**src/rtl/arm_mem_pkg.sv**
```systemverilog
// Shared types and constants for the SRAM-backed memory stage.
// Phase encoding, default data-space base and SRAM half-word width.
package arm_mem_pkg;

   typedef enum logic [1:0] {
      IDLE = 2'd0,
      LOW  = 2'd1,
      HIGH = 2'd2,
      DONE = 2'd3
   } state_t;

   localparam int ADDR_OFFSET_DEF = 1024;
   localparam int HALF_W          = 16;
   localparam int WAIT_W          = 4;

endpackage

```
**src/rtl/sram_wait_counter.sv**
```systemverilog
// Loadable down-counter that paces each SRAM half-word phase.
// tc is high while the count sits at zero, i.e. on the last cycle of a phase.
module sram_wait_counter
   import arm_mem_pkg::*;
(
   input  logic              clk,
   input  logic              rst,
   input  logic              load,
   input  logic [WAIT_W-1:0] load_value,
   output logic [WAIT_W-1:0] count,
   output logic              tc
);

   always_ff @(posedge clk or negedge rst) begin
      if (!rst) begin
         count <= '0;
      end else if (load) begin
         count <= load_value;
      end else if (count != '0) begin
         count <= count - 1'b1;
      end
   end

   assign tc = (count == '0);

endmodule

```
**src/rtl/sram_mem_controller.sv**
```systemverilog
// MEM-stage back end: turns one 32-bit load/store into two 16-bit SRAM phases
// and holds ready low for the whole access so the pipeline freezes.
module sram_mem_controller
   import arm_mem_pkg::*;
#(
   parameter int ADDR_OFFSET = ADDR_OFFSET_DEF,
   parameter int SRAM_AW     = 18,
   parameter int WAIT_CYCLES = 2
) (
   input  logic               clk,
   input  logic               rst,
   input  logic               wr_en,
   input  logic               rd_en,
   input  logic [31:0]        address,
   input  logic [31:0]        wdata,
   output logic [31:0]        rdata,
   output logic               ready,
   output logic [SRAM_AW-1:0] sram_addr,
   output logic [HALF_W-1:0]  sram_dq_out,
   input  logic [HALF_W-1:0]  sram_dq_in,
   output logic               sram_dq_oe,
   output logic               sram_we_n,
   output state_t             fsm_state
);

   state_t             state;
   logic               op_wr;
   logic [HALF_W-1:0]  wdata_hi;
   logic [SRAM_AW-2:0] word_base;
   logic [31:0]        byte_off;
   logic [SRAM_AW-2:0] widx;
   logic               unused_off_bits;
   logic               request;
   logic               cnt_load;
   logic [WAIT_W-1:0]  cnt_value;
   logic               cnt_tc;

   // Addresses below ADDR_OFFSET wrap through the subtraction; upper bits drop.
   assign byte_off        = address - 32'(ADDR_OFFSET);
   assign widx            = byte_off[SRAM_AW:2];
   assign unused_off_bits = ^{byte_off[31:SRAM_AW+1], byte_off[1:0]};

   assign request  = wr_en | rd_en;
   assign cnt_load = ((state == IDLE) && request) || ((state == LOW) && cnt_tc);

   sram_wait_counter u_wait (
      .clk        (clk),
      .rst        (rst),
      .load       (cnt_load),
      .load_value (WAIT_W'(WAIT_CYCLES - 1)),
      .count      (cnt_value),
      .tc         (cnt_tc)
   );

   always_comb begin
      ready = 1'b0;
      case (state)
         IDLE:    ready = ~request;
         DONE:    ready = 1'b1;
         default: ready = 1'b0;
      endcase
   end

   always_ff @(posedge clk or negedge rst) begin
      if (!rst) begin
         state       <= IDLE;
         op_wr       <= 1'b0;
         wdata_hi    <= '0;
         word_base   <= '0;
         rdata       <= '0;
         sram_addr   <= '0;
         sram_dq_out <= '0;
         sram_dq_oe  <= 1'b0;
         sram_we_n   <= 1'b1;
      end else begin
         case (state)
            IDLE: begin
               if (request) begin
                  // Write wins a simultaneous request; the read is dropped.
                  op_wr       <= wr_en;
                  wdata_hi    <= wdata[31:16];
                  word_base   <= widx;
                  sram_addr   <= {widx, 1'b0};
                  sram_dq_out <= wdata[15:0];
                  sram_dq_oe  <= wr_en;
                  sram_we_n   <= ~wr_en;
                  state       <= LOW;
               end
            end
            LOW: begin
               if (cnt_tc) begin
                  if (!op_wr) rdata[15:0] <= sram_dq_in;
                  sram_addr   <= {word_base, 1'b1};
                  sram_dq_out <= wdata_hi;
                  state       <= HIGH;
               end
            end
            HIGH: begin
               if (cnt_tc) begin
                  if (!op_wr) rdata[31:16] <= sram_dq_in;
                  sram_dq_oe <= 1'b0;
                  sram_we_n  <= 1'b1;
                  state      <= DONE;
               end
            end
            // A request still held here belongs to the finished instruction.
            DONE:    state <= IDLE;
            default: state <= IDLE;
         endcase
      end
   end

   assign fsm_state = state;

endmodule

```
**config.mk**
```make
export PLATFORM = sky130hd
export DESIGN_NAME = sram_mem_controller
export DESIGN_NICKNAME = d
export VERILOG_FILES = /design/src/rtl/arm_mem_pkg.sv /design/src/rtl/sram_wait_counter.sv /design/src/rtl/sram_mem_controller.sv
export SDC_FILE = /design/constraint.sdc
export NUM_CORES = 1
export LEC_CHECK = 0
export BUFFER_PORTS_ARGS = -buffer_cell sky130_fd_sc_hd__buf_2
export CAP_MARGIN = 20
export CORE_UTILIZATION = 28
export CTS_CLUSTER_SIZE = 28
export DETAILED_ROUTE_END_ITERATION = 6
export HOLD_SLACK_MARGIN = 0.05
export PLACE_DENSITY = 0.53
export SYNTH_ARGS = -nofsm -noshare
export SYNTH_HDL_FRONTEND = slang
export SYNTH_SLANG_ARGS = --single-unit
```
**constraint.sdc**
```tcl
create_clock -name clk -period 5.5 [get_ports clk]
set_input_delay 1.1 -clock clk [delete_from_list [all_inputs] [get_ports clk]]
set_output_delay 1.1 -clock clk [all_outputs]
set_load 0.02 [all_outputs]
```
# Yosys cells after proc, flatten, opt, wreduce, memory -nomap -nowiden
# Cells that the tools add are included.
# totals
register_bits,108
latch_bits,0
mem_bits_rw,0
rom_bits,0
input_bits,84
mem_count,0
# classes
add_sub_neg,2
multipliers,0
n_div,0
n_lt_le_gt_ge,0
eq_ne,6
n_shift,0
muxes,19
bitwise_logic,4
reduce_logical,15
# ops
cell,count
two-way mux 18 bit,2
case mux 18 bit (2 select lines),1
two-way mux 16 bit,2
case mux 16 bit (2 select lines),1
"subtractor 19 x 11 -> 19 bit, second input constant",1
AND reduction 3 bit,5
two-way mux 4 bit,2
case mux 2 bit (4 select lines),1
two-way mux 2 bit,3
"!= test 2 bit, second input constant",3
case mux 1 bit (2 select lines),3
nonzero test 2 bit,3
"equality test 2 bit, second input constant",2
logical NOT 4 bit,1
two-way mux 1 bit,4
nonzero test 4 bit,1
"subtractor 4 x 1 -> 4 bit, second input constant",1
NOT 1 bit,3
"equality test 2 x 1 -> 1 bit, second input constant",1
logical AND 1 bit,2
logical NOT 2 bit,1
AND reduction 2 bit,1
logical OR 1 bit,1
OR 1 bit,1

# Depth between registers and ports, before layout
# depth
ltp_word,4
depth_mapped,9

# Hierarchy
# Synthesis repeated with hierarchy kept, for this count alone.
# hier_totals
cells_unflattened,378
area_unflattened_um2,4720.8
# by_module_without_submodules
module,instances,cells_per_inst,area_each_um2,seq_area_each_um2
sram_mem_controller,1,356,4486.8,2603.7
sram_wait_counter,1,22,234.0,100.1

# Least setup slack after synthesis
# No wires, ideal clock.
# synth_timing
path_type,in2out
startpoint,input port rd_en
endpoint,output port ready
arrival_ps,1927
t_required_ps,4400
slack_ps,2473
stages,3
path_cell_list,nor3b_1 nor2_1 nor2_1
# synth_between
elab_chain_cells,3
# synth_lines
item,line,rtl
from (decl),sram_mem_controller.sv:13,"input logic rd_en,"
OR 1 bit,sram_mem_controller.sv:43,assign request = wr_en | rd_en;
NOT 1 bit,sram_mem_controller.sv:58,IDLE: ready = ~request;
case mux 1 bit (2 select lines),sram_mem_controller.sv:57,case (state)
to (decl),sram_mem_controller.sv:17,"output logic ready,"
# No other way between the ends.

# Worst setup path after layout
# layout_timing
startpoint,"register state[1], in the netlist fsm_state[1]"
endpoint,output port ready
# layout_between
elab_chain_cells,2
elab_cells_between_ends,3
# layout_lines
item,line,rtl
from (decl),sram_mem_controller.sv:26,state_t state;
from (signal assigned),sram_mem_controller.sv:66,state <= IDLE;
from (signal assigned),sram_mem_controller.sv:87,state <= LOW;
from (signal assigned),sram_mem_controller.sv:95,state <= HIGH;
equality test 2 bit or logical NOT 2 bit (tied branches),sram_mem_controller.sv:57,
case mux 1 bit (2 select lines) (*),sram_mem_controller.sv:57,
# Every way passes the cells marked *; elsewhere a longest branch is shown, timed or not.

==> results.py <==
metrics = {
    "logic_synthesis": {
        "yosysWarnings": 0,
        "synth_seq_cells": 108,
        "postSynth.asyncResetShare_pct": 100,
        "synthesis.nets": 524,
        "ys.flop_type": "dfrtp_1",
        "synth_edf_count": 0,
        "syn-cell-area_sq_mm": 0.00468,
        "synthCells": 432,
        "yosysUniqueCellTypes": 36,
        "synth_area_per_cell_sq_um": 10.8,
        "yosysSeqAreaShare_pct": 57.7,
    },
    "power_and_ir_drop": {
        "pwr-share-clk_pct": 16.7,
        "finalPower_mw": 3.73,
        "p_sw_share_pct": 42.3,
        "ir_drop_mv": 0.228,
        "p_sw_mw": 1.58,
        "power_leakage_nw": 2.87,
        "seqPwrFrac_pct": 37.2,
        "p_int_mw": 2.15,
        "comb_power_share_pct": 46.1,
        "power_density_mw_per_mm2": 638,
    },
    "cells_and_area": {
        "layout-drive-gt1-share_pct": 35.3,
        "final_cells": 785,
        "fin_area_sq_mm": 0.00585,
        "diodes": 0,
        "final_core_util_pct": 36.3,
        "final_common_cell": "buf_2",
        "final_nets": 656,
        "syn_to_final_growth_pct": 24.9,
        "mostFrequentLayoutCells": "buf_2, nand2_1, dfrtp_1",
    },
    "place": {
        "hpwl_microns": 7490,
        "place_ws_ns": 2.27,
        "placed_cell_area_sq_mm": 0.00557,
        "dpl.cell_count": 769,
        "place_congestion": 0.765,
        "portBuffers": 139,
    },
    "worst_setup_path": {
        "ff2ff_setup_slack_ns": 2.44,
        "worstPathArrival_ns": 2.20,
        "max_stage_delay_ns": 0.58,
        "end_kind": "output port",
        "reg2regPathDepth": 6,
        "cp_max_fo": 9,
        "worst_path_max_delay_cell": "nor3b_1",
        "critical_path_class": "flop to output port",
        "cp-start-kind": "flop",
        "crit_top_cell": "nor2_1",
        "crit-reg2reg-launch": "fsm_state[1]",
        "crit_required_ns": 4.40,
        "r2r-end": "rdata[5]",
        "path_cells": "inv_1, ha_1, nor3b_1, nor2_1, nor2_1, buf_2",
    },
    "timing": {
        "worst_pin_slew_ns": 0.994,
        "min_period_over_period_pct": 60.1,
        "finalHoldViolCount": 0,
        "finalSetupViolations": 0,
        "slew_violations": 0,
        "slew_headroom_pct": 33.7,
        "hold_ws_ns": 0.476,
        "fin_ws_ns": 2.20,
        "clock_skew_ns": 0.00546,
        "timing.setup.tns_ns": 0,
        "fmax_mhz": 303,
        "rsz0062_at_grt": "no",
        "fin_crit_ns": 3.30,
    },
    "clock_network": {
        "cts-root-buf": "clkbuf_16",
        "cts_num_sinks": 108,
        "clock_path_buffers": 2,
        "clk_pin_slew_ns": 0.07,
        "post_cts_buffers": 0,
        "post_cts_resized": 0,
        "cts_tree": "done",
        "clk_latency_ns": 0.34,
        "h-tree-depth": 3,
        "numCtsBuffers": 9,
        "holdBufCountCts": 0,
    },
    "die": {
        "die_area_sq_mm": 0.0172,
        "rows": 46,
        "die_y_microns": 131,
        "design.core.area_sq_mm": 0.0161,
        "initial_core_util_pct": 29.1,
        "io_pins": 155,
        "die_w_microns": 131,
    },
    "drt": {
        "drt_iter0_drc": 164,
        "firstDrtPassIters": 3,
        "vias_per_cell": 4.39,
        "drc_errors": 0,
        "drt-total-wl_microns": 10800,
        "routedWlPerCell_microns": 13.8,
        "ant_nets": 0,
        "num_vias": 3444,
    },
    "global_route": {
        "grt_pass1_wl_microns": 18200,
        "grt_max_degree": 64,
        "grtUsageTotal_pct": 13.3,
        "grt_pass1_vias": 3529,
        "overflow": 0,
        "grt_antenna_before_repair": 0,
    },
    "hold_path": {
        "min_from": "word_base[2]",
        "whs_endpoint": "word_base[2]",
        "hp-class": "flop to flop",
        "holdPathStages": 2,
    },
    "run_status": {
        "outcome": "complete, no violations",
    },
    "flow_run": {
        "max_cap_violations": 0,
    },
}
-- registers in the layout (all words and copies together) (netlist names) --
register / count
fsm_state: 2
op_wr: 1
rdata: 32
sram_addr: 18
sram_dq_oe: 1
sram_dq_out: 16
sram_we_n: 1
u_wait.count: 4
wdata_hi: 16
word_base: 17
-- logic make-up (layout without fill, tap and decap cells) --
kind of cell	after synthesis	count (layout)	share of synthesized area [%]
fa+ha+maj	8	8	2.14
buf+inv	31	168	3.55
xor+xnor	8	8	1.50
mux	60	60	13.7
simple gates	154	154	13.6
flops	108	108	57.8
compound gates	63	63	7.75
-- layout make-up --
type                    count  area (sq um)
multi-input cells         293          1830
inverters                   9          33.8
well taps                 216           270
clock buffers              10           229
flip-flops and latches    108          2700
fillers                  1675         10300
repair buffers            143           728
clock inverters             6          52.6
-- routing by layer --
layer | wire length, microns | vias to the layer above | share of wire [%] | GRT usage [%]
li1 | - | 1708 | - | -
met1 | 4990 | 1621 | 46 | 16.8
met2 | 4990 | 109 | 46 | 21.8
met3 | 741 | 6 | 6.9 | 4.98
met4 | 81 | 0 | 0.75 | 2.91
met5 | 0 | - | 0 | 0
-- worst max-delay path by stage --
stage | startpoint | to | cells after the start
after detailed placement | rd_en | ready | 5
after CTS | fsm_state[1] | ready | 6
after global routing | fsm_state[1] | ready | 6
after global placement | rd_en | ready | 5
after floorplan | rd_en | ready | 3
final | fsm_state[1] | ready | 6
-- cells in the mapped netlist (6+ instances only) --
master	n	area (sq um)
clkbuf_1	10	37.5
mux2i_1	26	260
xnor2_1	6	52.6
o21ai_1	21	105
dfrtp_1	107	2680
a21oi_1	8	40.0
nor2_1	14	52.6
nand2_1	120	450
mux2_2	34	383
ha_1	8	100
buf_6	6	67.6
o21ai_0	22	110
inv_1	9	33.8
-- power by group through the flow --
stage | combinational (mW) | sequential (mW) | clock (mW)
2_1_floorplan | 0.960 | 1.69 | 0
3_3_place_gp | 1.72 | 1.39 | 0
3_5_place_dp | 1.77 | 1.41 | 0
4_1_cts | 1.77 | 1.39 | 0.655
5_1_grt | 1.92 | 1.45 | 0.689
6_report | 1.72 | 1.39 | 0.623
-- worst max-delay path, delay by kind of cell (launching register included) --
family	cells	cell delay, ns
fa+ha+maj	1	0.38
buf+inv	2	0.29
flops	1	0.42
simple gates	3	0.77
(Power assumes the default switching activity.)
